### src/rtl/pong_game_ctrl.sv
// Pong match sequencer: idle/serve/rally/point/over state machine, score keeping
// and ball load/enable/step control for the display datapath, paced by frame_tick.
module pong_game_ctrl #(
    parameter int WIN_SCORE    = 7,
    parameter int SERVE_FRAMES = 60,
    parameter int POINT_FRAMES = 90,
    parameter int STEP_SLOW    = 2,
    parameter int STEP_FAST    = 4,
    parameter int STEP_MAX     = 8,
    parameter int RALLY_HITS   = 4
) (
    input  logic       vga_clk,
    input  logic       sys_rst,
    input  logic       frame_tick,
    input  logic       start,
    input  logic       speed_sel,
    input  logic       miss_left,
    input  logic       miss_right,
    input  logic       paddle_hit,
    output logic       ball_load,
    output logic       ball_en,
    output logic       serve_dir,
    output logic [3:0] ball_step,
    output logic [3:0] score_l,
    output logic [3:0] score_r,
    output logic       game_over,
    output logic       winner,
    output logic [2:0] state_o
);

    localparam int FMAX = (SERVE_FRAMES > POINT_FRAMES) ? SERVE_FRAMES : POINT_FRAMES;
    localparam int FW   = $clog2(FMAX + 1);
    localparam int HW   = (RALLY_HITS > 1) ? $clog2(RALLY_HITS + 1) : 1;

    localparam logic [3:0] STEP_SLOW_V = 4'(STEP_SLOW);
    localparam logic [3:0] STEP_FAST_V = 4'(STEP_FAST);
    localparam logic [3:0] STEP_MAX_V  = 4'(STEP_MAX);
    localparam logic [3:0] WIN_V       = 4'(WIN_SCORE);
    localparam logic [3:0] SCORE_SAT   = 4'd15;

    typedef enum logic [2:0] {
        ST_IDLE  = 3'd0,
        ST_SERVE = 3'd1,
        ST_RALLY = 3'd2,
        ST_POINT = 3'd3,
        ST_OVER  = 3'd4
    } state_t;

    state_t          state_reg, state_next;
    logic            start_q_reg;
    logic            armed_reg;
    logic [FW-1:0]   frame_cnt_reg, frame_cnt_next;
    logic [HW-1:0]   hit_cnt_reg, hit_cnt_next;
    logic [3:0]      step_reg, step_next;
    logic [3:0]      score_reg [2];
    logic [3:0]      score_next [2];
    logic [3:0]      score_inc [2];
    logic            dir_reg, dir_next;
    logic            load_reg, load_next;
    logic            ball_en_reg, ball_en_next;
    logic            over_reg, over_next;
    logic            winner_reg, winner_next;

    logic            start_rise;
    logic            forced_idle;
    logic            serve_done;
    logic            point_done;
    logic            win_reached;
    logic            miss_l_only;
    logic            miss_r_only;
    logic            miss_any;
    logic [3:0]      step_init;
    logic [3:0]      step_bump;

    // armed_reg blocks a game from starting when start is already high out of reset
    assign start_rise  = start & ~start_q_reg & armed_reg;
    assign forced_idle = (state_reg != ST_IDLE) && !start;
    assign serve_done  = (state_reg == ST_SERVE) && frame_tick &&
                         (frame_cnt_reg == FW'(SERVE_FRAMES - 1));
    assign point_done  = (state_reg == ST_POINT) && frame_tick &&
                         (frame_cnt_reg == FW'(POINT_FRAMES - 1));
    assign win_reached = (score_reg[0] == WIN_V) || (score_reg[1] == WIN_V);
    assign miss_any    = miss_left | miss_right;
    assign miss_l_only = miss_left & ~miss_right;
    assign miss_r_only = miss_right & ~miss_left;
    assign step_init   = speed_sel ? STEP_FAST_V : STEP_SLOW_V;
    assign step_bump   = (step_reg >= STEP_MAX_V) ? STEP_MAX_V : step_reg + 4'd1;

    // index 0 = left player, 1 = right player
    genvar gi;
    generate
        for (gi = 0; gi < 2; gi++) begin : g_score
            assign score_inc[gi] = (score_reg[gi] == SCORE_SAT) ? SCORE_SAT
                                                                : score_reg[gi] + 4'd1;
        end
    endgenerate

    always_ff @(posedge vga_clk) begin
        if (sys_rst) begin
            state_reg     <= ST_IDLE;
            start_q_reg   <= 1'b0;
            armed_reg     <= 1'b0;
            frame_cnt_reg <= '0;
            hit_cnt_reg   <= '0;
            step_reg      <= STEP_SLOW_V;
            for (int i = 0; i < 2; i++) begin
                score_reg[i] <= 4'd0;
            end
            dir_reg       <= 1'b0;
            load_reg      <= 1'b0;
            ball_en_reg   <= 1'b0;
            over_reg      <= 1'b0;
            winner_reg    <= 1'b0;
        end else begin
            state_reg     <= state_next;
            start_q_reg   <= start;
            armed_reg     <= armed_reg | ~start;
            frame_cnt_reg <= frame_cnt_next;
            hit_cnt_reg   <= hit_cnt_next;
            step_reg      <= step_next;
            for (int i = 0; i < 2; i++) begin
                score_reg[i] <= score_next[i];
            end
            dir_reg       <= dir_next;
            load_reg      <= load_next;
            ball_en_reg   <= ball_en_next;
            over_reg      <= over_next;
            winner_reg    <= winner_next;
        end
    end

    always_comb begin
        state_next = state_reg;
        if (forced_idle) begin
            state_next = ST_IDLE;
        end else begin
            case (state_reg)
                ST_IDLE:  if (start_rise) state_next = ST_SERVE;
                ST_SERVE: if (serve_done) state_next = ST_RALLY;
                ST_RALLY: if (miss_any)   state_next = ST_POINT;
                ST_POINT: if (point_done) state_next = win_reached ? ST_OVER : ST_SERVE;
                ST_OVER:  state_next = ST_OVER;
                default:  state_next = ST_IDLE;
            endcase
        end
    end

    always_comb begin
        frame_cnt_next = frame_cnt_reg;
        hit_cnt_next   = hit_cnt_reg;
        step_next      = step_reg;
        score_next[0]  = score_reg[0];
        score_next[1]  = score_reg[1];
        dir_next       = dir_reg;
        winner_next    = winner_reg;
        load_next      = 1'b0;

        if (!forced_idle) begin
            case (state_reg)
                ST_IDLE: begin
                    if (start_rise) begin
                        score_next[0] = 4'd0;
                        score_next[1] = 4'd0;
                        dir_next      = 1'b1;
                        step_next     = step_init;
                        hit_cnt_next  = '0;
                        load_next     = 1'b1;
                    end
                end
                ST_SERVE: begin
                    if (frame_tick) frame_cnt_next = frame_cnt_reg + FW'(1);
                end
                ST_RALLY: begin
                    // a miss always wins over a simultaneous paddle hit
                    if (miss_l_only) begin
                        score_next[1] = score_inc[1];
                        dir_next      = 1'b0;
                    end else if (miss_r_only) begin
                        score_next[0] = score_inc[0];
                        dir_next      = 1'b1;
                    end else if (!miss_any && paddle_hit) begin
                        if (hit_cnt_reg == HW'(RALLY_HITS - 1)) begin
                            hit_cnt_next = '0;
                            step_next    = step_bump;
                        end else begin
                            hit_cnt_next = hit_cnt_reg + HW'(1);
                        end
                    end
                end
                ST_POINT: begin
                    if (frame_tick) frame_cnt_next = frame_cnt_reg + FW'(1);
                    if (point_done) begin
                        if (win_reached) begin
                            winner_next = (score_reg[1] == WIN_V);
                        end else begin
                            step_next    = step_init;
                            hit_cnt_next = '0;
                            load_next    = 1'b1;
                        end
                    end
                end
                default: ;
            endcase
        end

        // every state change starts the frame count afresh
        if (state_next != state_reg) frame_cnt_next = '0;
        ball_en_next = (state_next == ST_RALLY);
        over_next    = (state_next == ST_OVER);
    end

    assign ball_load = load_reg;
    assign ball_en   = ball_en_reg;
    assign serve_dir = dir_reg;
    assign ball_step = step_reg;
    assign score_l   = score_reg[0];
    assign score_r   = score_reg[1];
    assign game_over = over_reg;
    assign winner    = winner_reg;
    assign state_o   = state_reg;

endmodule

### config.mk
export PLATFORM = sky130hd
export DESIGN_NAME = pong_game_ctrl
export DESIGN_NICKNAME = d
export VERILOG_FILES = /design/src/rtl/pong_game_ctrl.sv
export SDC_FILE = /design/constraint.sdc
export NUM_CORES = 1
export LEC_CHECK = 0
export BUFFER_PORTS_ARGS = -buffer_cell sky130_fd_sc_hd__buf_4
export CAP_MARGIN = 15
export CORE_ASPECT_RATIO = 1.2
export CORE_MARGIN = 4
export CORE_UTILIZATION = 51
export DETAILED_ROUTE_END_ITERATION = 10
export PLACE_DENSITY = 0.73
export SYNTH_ARGS = -nofsm -noshare
export SYNTH_HDL_FRONTEND = slang
export SYNTH_SLANG_ARGS = --single-unit
### constraint.sdc
create_clock -name vga_clk -period 4.8 [get_ports vga_clk]
set_clock_uncertainty 0.1 [all_clocks]
set_input_delay 0.48 -clock vga_clk [delete_from_list [all_inputs] [get_ports vga_clk]]
set_output_delay 0.48 -clock vga_clk [all_outputs]
set_load 0.03 [all_outputs]
==> metrics.yaml <==
sta:
  finalSetupTns_ns: 0
  setup_viol: 0
  min_period_over_period_pct: 43.4
  worstMarginPinSlew_ns: 0.498
  slew_headroom_pct: 66.6
  max_freq_mhz: 480
  finalHoldViolCount: 0
  hold_ws_ns: 0.325
  period_needed_ns: 2.09
  slew_viol_final: 0
  setup_ws_ns: 2.71
  rsz0062_at_grt: "false"
worst_setup_path:
  critPathLaunchType: "input pin"
  r2r-end: "ball_step[1]$_SDFFE_PP1P_"
  worstRegToRegCells: 5
  cp.required_ns: 4.88
  end_kind: "flop"
  r2r-start: "state_o[0]$_SDFF_PP0_"
  path_class: "in2reg"
  cp_max_fo: 5
  r2r_slack_ns: 2.73
  worstPathArrival_ns: 2.16
logic_synthesis:
  yosysWarningCount: 0
  synth_common_cells: "32 x dfxtp_1, 18 x a21oi_1, 18 x nor2_1"
  yosys_register_bits: 32
  syn-num-nets: 217
  postSynthAreaPerCell_um2: 8.83
  yosysSeqAreaShare_pct: 36.4
  synth_top_area_share_pct: 36.4
  async_reset_ff_share_pct: 0
  synth_flop_cell: "dfxtp_1"
  syn_inst: 199
  synth_area_leaders: "dfxtp_1 36%, ha_1 7.1%, a21oi_1 5.1%"
  ys_types: 56
  yosysMostFrequentCell: "dfxtp_1"
  yosys.area.top_type: "dfxtp_1"
  synth_edf_count: 0
  synth_area_um2: 1760
global_route:
  track_usage_pct: 19.4
  grt_pass1_wl_um: 6510
  grt_max_degree: 24
  antenna_found_initial: 0
  grt_overflow: 0
  grt_pass1_vias: 1475
cells_and_area:
  fin_util_pct: 62.1
  n_antenna_cell: 0
  fin_nets: 245
  design_area_um2: 2070
  largest_register_ffs: 8
  syn_to_final_growth_pct: 17.9
  drive_gt1_share_pct: 21.1
  fillers: 310
power_and_ir_drop:
  p_switching_uw: 126
  pwr_density_cell_nw_per_um2: 262
  leakagePower_uw: 0.000807
  pwr-share-seq_pct: 50.6
  intPower_uw: 417
  p_clk_share_pct: 40.5
  p_comb_share_pct: 8.8
  swShare_pct: 23.2
  vdd_ir_drop_max_uv: 190
drt:
  first_pass_iters: 4
  wl_per_cell_um: 14.6
  drtIter0Drc: 56
  finalWirelength_um: 3850
  final_antenna_net_count: 0
  route.detailed.drc: 0
  vias: 1537
  vias_per_cell: 5.82
placed_design:
  dp_slack_ns: 2.44
  dp_hpwl_um: 2920
  gp_congestion: 0.805
  place_area_um2: 1980
  port_buffers: 27
clock_network:
  cts.sinks: 32
  cts_buffer_depth: 2
  cts_hold_buf: 0
  cts_tree: "done"
  postCtsSetupBuffers: 0
  root_buffer: "clkbuf_8"
  numCtsBuffers: 5
  cts.repair.resized: 0
  clk_pin_slew_ns: 0.06
  clk_latency_ns: 0.29
  h-tree-depth: 2
floorplan:
  fp.coreArea_um2: 3340
  rows: 23
  start_util_pct: 52.7
  io_pins: 28
  die_area_um2: 4450
  die-height_um: 72.3
  die_w_um: 61.6
hold_path:
  whs_path_depth: 2
  min_to: "armed_reg$_SDFF_PP0_"
  min_from: "start"
  hold_path_class: "in2reg"
outcome:
  status: "complete, no violations"
run:
  max-cap-violations: 0
-- routing by layer --
layer / global-route usage (%) / routed length (µm)
met1: 22.1 / 1590
met3: 5.87 / 176
met4: 7.78 / 73
met5: 0 / 0
met2: 32.9 / 2020
-- placed cells by master (no fill, tap or decap), types with 4 or more instances in the layout --
cell type / netlist / layout
dfxtp_1: 32 / 32
buf_4: 1 / 27
a21oi_1: 18 / 18
nor2_1: 18 / 18
nand2_1: 13 / 13
inv_1: 10 / 10
ha_1: 10 / 10
nand3_1: 9 / 9
a211oi_1: 8 / 8
clkbuf_8: 0 / 7
nor2b_1: 6 / 6
o21ai_0: 6 / 6
xor2_1: 5 / 5
mux2i_1: 4 / 4
-- area by class of cell --
| class | count | area (µm²) | share of cell area, % |
|---|---|---|---|
| multi-input combinational | 151 | 1050 | 50.6 |
| tap | 37 | 46.3 | 2.23 |
| timing repair buffer | 27 | 203 | 9.78 |
| inverter | 10 | 37.5 | 1.81 |
| clock buffer | 7 | 96.3 | 4.65 |
| sequential | 32 | 641 | 30.9 |
-- power by group through the flow --
stage                     registers [µW]  logic [µW]  clock network [µW]
after floorplan                      283        29.4                   0
after global placement               280        46.8                   0
after detailed placement             280        47.8                   0
after CTS                            275        48.1                 226
after global routing                 275        52.1                 238
final                                275        47.9                 220
-- how the worst max path moves through the flow --
stage,depth (start not counted),end,startpoint,slack (ns)
after floorplan,7,ball_step[1]$_SDFFE_PP1P_,miss_left,2.74
after global placement,8,ball_step[1]$_SDFFE_PP1P_,miss_left,2.52
after detailed placement,8,ball_step[1]$_SDFFE_PP1P_,miss_left,2.44
after CTS,8,ball_step[1]$_SDFFE_PP1P_,miss_left,2.74
after global routing,5,ball_step[3]$_SDFFE_PP0P_,state_o[0]$_SDFF_PP0_,2.64
final,8,ball_step[1]$_SDFFE_PP1P_,miss_left,2.71
-- critical path, stage by stage --
cell      delay [ns]
buf_4           0.08
inv_1           0.05
ha_1            0.21
nor4bb_1        0.43
or2_2           0.23
o211ai_4        0.10
or4_1           0.47
o31a_1          0.11
-- cell families (layout without fill, tap and decap cells) --
| logic type | Yosys count | in the layout | synth area share [%] |
|---|---|---|---|
| mux | 4 | 4 | 2.28 |
| simple gates | 79 | 79 | 26.5 |
| fa+ha+maj | 10 | 10 | 7.12 |
| flops | 32 | 32 | 36.4 |
| compound gates | 51 | 51 | 20.4 |
| xor+xnor | 7 | 7 | 3.49 |
| buf+inv | 16 | 44 | 3.84 |
-- metrics by stage --
stage	total power [µW]	instances
floorplan	312	199
global placement	327	257
detailed placement	328	257
CTS	549	264
global route	565	264
finish	543	264
Note: power is estimated with default switching activity, not from simulation.
